[config.mk]
export PLATFORM = sky130hd
export DESIGN_NAME = mips_encode
export DESIGN_NICKNAME = d
export VERILOG_FILES = /design/src/rtl/mips_encode.sv
export SDC_FILE = /design/constraint.sdc
export NUM_CORES = 1
export LEC_CHECK = 0
export ABC_AREA = 1
export BUFFER_PORTS_ARGS = -buffer_cell sky130_fd_sc_hd__buf_2
export CAP_MARGIN = 5
export CORE_UTILIZATION = 53
export CTS_CLUSTER_DIAMETER = 100
export DETAILED_ROUTE_END_ITERATION = 10
export PLACE_DENSITY = 0.84
export SYNTH_ARGS = -nofsm -noshare
export SYNTH_HDL_FRONTEND = slang
export SYNTH_SLANG_ARGS = --single-unit
[constraint.sdc]
create_clock -name clock -period 2.25 [get_ports clock]
set_input_delay 0.225 -clock clock [delete_from_list [all_inputs] [get_ports clock]]
set_output_delay 0.225 -clock clock [all_outputs]
set_load 0.005 [all_outputs]
[src/rtl/mips_encode.sv]
// rtl/mips_encode.sv - MIPS arithmetic instruction encoder with addressed output stage
//
// Purpose: turns ALU control fields into a 32-bit MIPS R/I-type word and tags it with
//   a sequential instruction-memory word address. One output register stage with
//   valid/ready on both sides. Unencodable requests are consumed and reported.
// Configuration macro: MIPS_ENCODE_NOP_PAD_EN -- when defined, rejected requests emit
//   32'h00000000 through the output path instead of being dropped.
// Ports:
//   clock, reset          rising-edge clock, synchronous active-high reset
//   in_valid / in_ready   request handshake
//   alu_op, alu_src2      operation selector (alu_src2: 00 reg, 01 sext imm, 10 zext imm)
//   rd, rs, rt, imm       register and immediate fields
//   out_valid / out_ready output handshake
//   out_inst, out_addr    encoded word and its imem word index
//   except                one-cycle pulse after a rejected request
//   err_sticky, err_clr   sticky reject flag and its clear
//   inst_count            saturating count of output transfers
module mips_encode #(
  parameter int ADDR_W    = 10,
  parameter int BASE_ADDR = 0
) (
  input  logic              clock,
  input  logic              reset,
  input  logic              in_valid,
  output logic              in_ready,
  input  logic [2:0]        alu_op,
  input  logic [1:0]        alu_src2,
  input  logic [4:0]        rd,
  input  logic [4:0]        rs,
  input  logic [4:0]        rt,
  input  logic [15:0]       imm,
  output logic              out_valid,
  input  logic              out_ready,
  output logic [31:0]       out_inst,
  output logic [ADDR_W-1:0] out_addr,
  output logic              except,
  output logic              err_sticky,
  input  logic              err_clr,
  output logic [15:0]       inst_count
);

  logic              out_valid_q, out_valid_d;
  logic [31:0]       out_inst_q, out_inst_d;
  logic [ADDR_W-1:0] out_addr_q, out_addr_d;
  logic              except_q, except_d;
  logic              err_sticky_q, err_sticky_d;
  logic [15:0]       inst_count_q, inst_count_d;

  logic              legal;
  logic [31:0]       enc_word;
  logic              accept;
  logic              xfer;
  logic              load;

  // Field encoder: R-type places rd in [15:11] with a funct; I-type places rd in [20:16].
  always_comb begin
    legal    = 1'b1;
    enc_word = 32'h0000_0000;
    unique case ({alu_src2, alu_op})
      5'b00_010: enc_word = {6'h00, rs, rt, rd, 5'b0, 6'h20};
      5'b00_000: enc_word = {6'h00, rs, rt, rd, 5'b0, 6'h21};
      5'b00_011: enc_word = {6'h00, rs, rt, rd, 5'b0, 6'h22};
      5'b00_100: enc_word = {6'h00, rs, rt, rd, 5'b0, 6'h24};
      5'b00_101: enc_word = {6'h00, rs, rt, rd, 5'b0, 6'h25};
      5'b00_111: enc_word = {6'h00, rs, rt, rd, 5'b0, 6'h26};
      5'b00_110: enc_word = {6'h00, rs, rt, rd, 5'b0, 6'h27};
      5'b01_010: enc_word = {6'h08, rs, rd, imm};
      5'b01_000: enc_word = {6'h09, rs, rd, imm};
      5'b10_100: enc_word = {6'h0C, rs, rd, imm};
      5'b10_101: enc_word = {6'h0D, rs, rd, imm};
      5'b10_111: enc_word = {6'h0E, rs, rd, imm};
      default: begin
        legal    = 1'b0;
        enc_word = 32'h0000_0000;
      end
    endcase
  end

  // Ready depends only on the output register, so no comb path from in_* to out_*.
  assign in_ready = !out_valid_q || out_ready;
  assign accept   = in_valid && in_ready;
  assign xfer     = out_valid_q && out_ready;

`ifdef MIPS_ENCODE_NOP_PAD_EN
  // Rejects become a nop word (enc_word is already zero for illegal combos).
  assign load = accept;
`else
  assign load = accept && legal;
`endif

  always_comb begin
    out_valid_d  = out_valid_q;
    out_inst_d   = out_inst_q;
    out_addr_d   = out_addr_q;
    inst_count_d = inst_count_q;
    except_d     = accept && !legal;
    err_sticky_d = err_sticky_q;

    if (xfer) begin
      out_valid_d = 1'b0;
      // The address register always names the word currently (or next) held.
      out_addr_d  = out_addr_q + ADDR_W'(1);
      if (inst_count_q != 16'hFFFF) begin
        inst_count_d = inst_count_q + 16'd1;
      end
    end

    if (load) begin
      out_valid_d = 1'b1;
      out_inst_d  = enc_word;
    end

    // A new reject outranks a clear in the same cycle.
    if (err_clr) begin
      err_sticky_d = 1'b0;
    end
    if (accept && !legal) begin
      err_sticky_d = 1'b1;
    end
  end

  always_ff @(posedge clock) begin
    if (reset) begin
      out_valid_q  <= 1'b0;
      out_inst_q   <= 32'h0000_0000;
      out_addr_q   <= ADDR_W'(BASE_ADDR);
      except_q     <= 1'b0;
      err_sticky_q <= 1'b0;
      inst_count_q <= 16'h0000;
    end else begin
      out_valid_q  <= out_valid_d;
      out_inst_q   <= out_inst_d;
      out_addr_q   <= out_addr_d;
      except_q     <= except_d;
      err_sticky_q <= err_sticky_d;
      inst_count_q <= inst_count_d;
    end
  end

  assign out_valid  = out_valid_q;
  assign out_inst   = out_inst_q;
  assign out_addr   = out_addr_q;
  assign except     = except_q;
  assign err_sticky = err_sticky_q;
  assign inst_count = inst_count_q;

endmodule

==> results <==
- The depth of the CTS H-tree is 3.
- The part of the total power dissipated in sequential elements is 46.9%.
- After synthesis, flip-flops and latches occupy about two fifths of the total area.
- In this run, post-CTS hold repair placed 0 buffers.
- In this run, CTS created clock tree buffers numbering 9.
- The clock network accounts for 43.9% of the total power.
- The library cell with the largest summed area after synthesis is dfxtp_1.
- The number of instances in the synthesized netlist is 410.
- The critical path data arrival time is 2.10 ns.
- The maximum fanout along the worst path is 17.
- The final routed wire length divided by cell count is 12.4 um.
- The TritonCTS clock tree is done.
- The global-route congestion overflow total is 0.
- Post-CTS repair changed the size of 0 cells.
- 0 antenna diodes ended up in the layout.
- Summed over all nets, the switching power comes to 0.562 mW.
- The total of warnings raised by yosys is 0.
- Setup repair after global routing left no endpoint under its margin.
- The number of standard-cell rows in the floorplan is 26.
- between 100 and 150 I/O pins were placed.
- Using the TritonRoute via totals, the vias-per-cell ratio works out to approximately 5.2.
- The average footprint of a synthesized cell is 7.02 sq um.
- Port buffering added 100 buffers.
- The library cells used most frequently in the layout, excluding fill and tap cells, are 136 x nand2_1, 100 x buf_2, 59 x dfxtp_1, 50 x a21oi_1, 32 x nor2_1.
- The leakage component of the power is 1.58 nW.
- The number of antenna violations at the first check in global routing is 0.
- The wire length after detailed routing is 7220 um.
- Data on the critical path is required at its endpoint by around 2.5 ns.
- The placeable core region is about 5200 sq um.
- The clock-pin slew of the registers on the worst-case setup and hold paths is roughly 0.07 ns.
- The root buffer selected by CTS is clkbuf_8.
- The run finished with clean final reports.
- Summed over its instances, the top area cell type makes up about 40% of the synthesized netlist area.
- The power density relative to cell area is around 640 nW/um^2.
- The total via count in the routed design is 3014.
- The final-report hold violation count is 0.
- The initial core utilization is 55.6%.
- STA classifies the critical path endpoint as a flop.
- The detailed router finished its first iteration with 132 violations.
- The number of search-and-repair iterations in the first detailed-routing pass is 4.
- The largest net degree at the start of global routing is 48.
- The synthesized design contains 59 register bits.
- For this run, the post-layout net count is 550.
- The tightest min-delay check is of the in2reg type.
- The critical setup path kind is reg2reg.
- The final cycle utilization of the critical path is 84.8%.
- The most frequent standard cell in the layout excluding fill and tap cells is nand2_1.
- The internal power of the cells totals 1.74 mW.
- The maximum clock path buffer count is 2.
- The filler cell count is 451.
- The aggregate global-route resource usage is 26.4%.
- The total count of max-transition violations in the final report is 0.
- Of the total power, the share spent switching nets is 24.4%.
- In this run the vertical extent of the chip is ~76 um.
- The maximum clock frequency is 524 MHz.
- At the end of the flow the core is filled with cells to between 60% and 70%.
- The slew at the pin closest to its max-slew limit is around 0.50 ns.
- Between clock sinks in the finished design, the worst skew comes to approximately 0.0096 ns.
- In the routed design, unresolved DRC markers number 0.
- Counting every sink on the clock net gives 59.
- The HPWL after detailed placement is 5140 um.
- The startpoint type of the worst setup path is a flop.
- From synthesis to final layout, the design area changed by 24.2%.
- Yosys attributes the largest share of cell area to dfxtp_1 41%, nand2_1 18%, a21oi_1 8.7%.
- The max-capacitance violation count is 0.
- The number of antenna-violating nets in the routed design is 0.
- The die covers 5730 sq um.
- The final setup violation count is 0.
- For the worst-skew pair, the clock arrives at the later sink with an insertion delay of between 0.3 and 0.4 ns.
- Routability-driven placement finished with a final weighted congestion of 0.803.
- The number of setup buffers added after CTS is 0.
- The first global-routing pass estimated 11100 um of wire.
- The headroom to the max-slew limit is 66.4%.
- The via count of the first global-routing pass came to 2576.
- The maximum vdd drop is between 0.4 and 0.5 mV.
- The combinational share of power is 9.2%.
- The post-route netlist has 27.7% of its cells at a drive strength greater than 1.
- From left edge to right edge, the die measures 75.7 um.
- Yosys mapped the design onto 32 distinct sky130hd cell types.
- The synthesized netlist occupies a cell area of 2880 sq um.
- The final total negative setup slack is 0 ns.
- The shortest period the worst path allows is 1.91 ns.
[worst max-delay path: stages, from the launching register on]
cell and delay, ns:
dfxtp_1 0.37, ha_1 0.26, inv_1 0.10, nor2_4 0.06, nand2_2 0.08, nor2_2 0.05, nor2_4 0.33, clkinv_2 0.30
nand2_1 0.13, a21oi_1 0.07
[layer usage]
metal	global-route usage, %	part of all wire (%)	vias up
li1	-	-	1510
met1	28.7	41	1391
met2	46.4	51	94
met3	7.80	5.6	19
met4	14.0	2.2	0
met5	0	0	-
[final cells by class]
cell class              instances  area, sq um  area share, %
multi-input cells             303         1460           40.8
flip-flops and latches         59         1180           33.0
repair buffers                101          508           14.2
clock buffers                  12          165           4.62
inverters                      33          125           3.50
well taps                      70         87.6           2.45
clock inverters                 4         47.5           1.33
[power by group through the flow]
stage | Sequential [mW] | Combinational, mW | Clock, mW
final | 1.08 | 0.212 | 1.01
after global routing | 1.08 | 0.237 | 1.08
after CTS | 1.08 | 0.213 | 1.03
after detailed placement | 1.10 | 0.212 | 0
after global placement | 1.10 | 0.207 | 0
after floorplan | 1.10 | 0.135 | 0
[sequential cells by signal (all words and copies together) (netlist names)]
name        count
except          1
err_sticky      1
out_valid       1
out_inst       30
out_addr       10
inst_count     16
[metrics by stage]
stage | hold slack, ns | std cells | total power, mW | area [sq um] | setup WS, ns
4_1_cts | 0.120 | 582 | 2.32 | 3570 | 0.330
2_1_floorplan | 0.368 | 411 | 1.24 | 2880 | 0.733
3_5_place_dp | 0.456 | 566 | 1.31 | 3360 | 0.386
6_report | 0.132 | 582 | 2.30 | 3570 | 0.341
3_3_place_gp | 0.449 | 566 | 1.31 | 3360 | 0.423
5_1_grt | 0.133 | 582 | 2.40 | 3570 | 0.202
[cells in the mapped netlist (all sizes together)]
master   count
ha           2
xor2         5
o21a         1
nor2        42
buf         10
nor3b        1
nand2      141
clkinv       1
clkbuf       6
nand3       12
conb         1
inv         32
nand4       11
o2111ai      1
nor3         5
o22ai        1
or2          1
o21ai       23
dfxtp       59
a21oi       50
xnor2        5
[worst paths after layout]
kind,start,endpoint,slack [ns],cells after the start
setup / recovery,inst_count[0],inst_count[11],0.34,9
hold / removal,rs[0],out_inst[21],0.13,3
setup reg to reg,inst_count[0],inst_count[11],0.34,9
hold reg to reg,out_inst[10],out_inst[10],0.46,2
[kinds of logic (layout without fill, tap and decap cells)]
kind of cell / Yosys count / count (layout) / synth area share (%)
compound gates: 76 / 76 / 13.9
flops: 59 / 59 / 41.0
buf+inv: 49 / 150 / 8.35
other cells: 1 / 2 / 0.130
fa+ha+maj: 2 / 2 / 0.869
xor+xnor: 10 / 10 / 3.04
simple gates: 213 / 213 / 32.7
(Power assumes the default switching activity.)
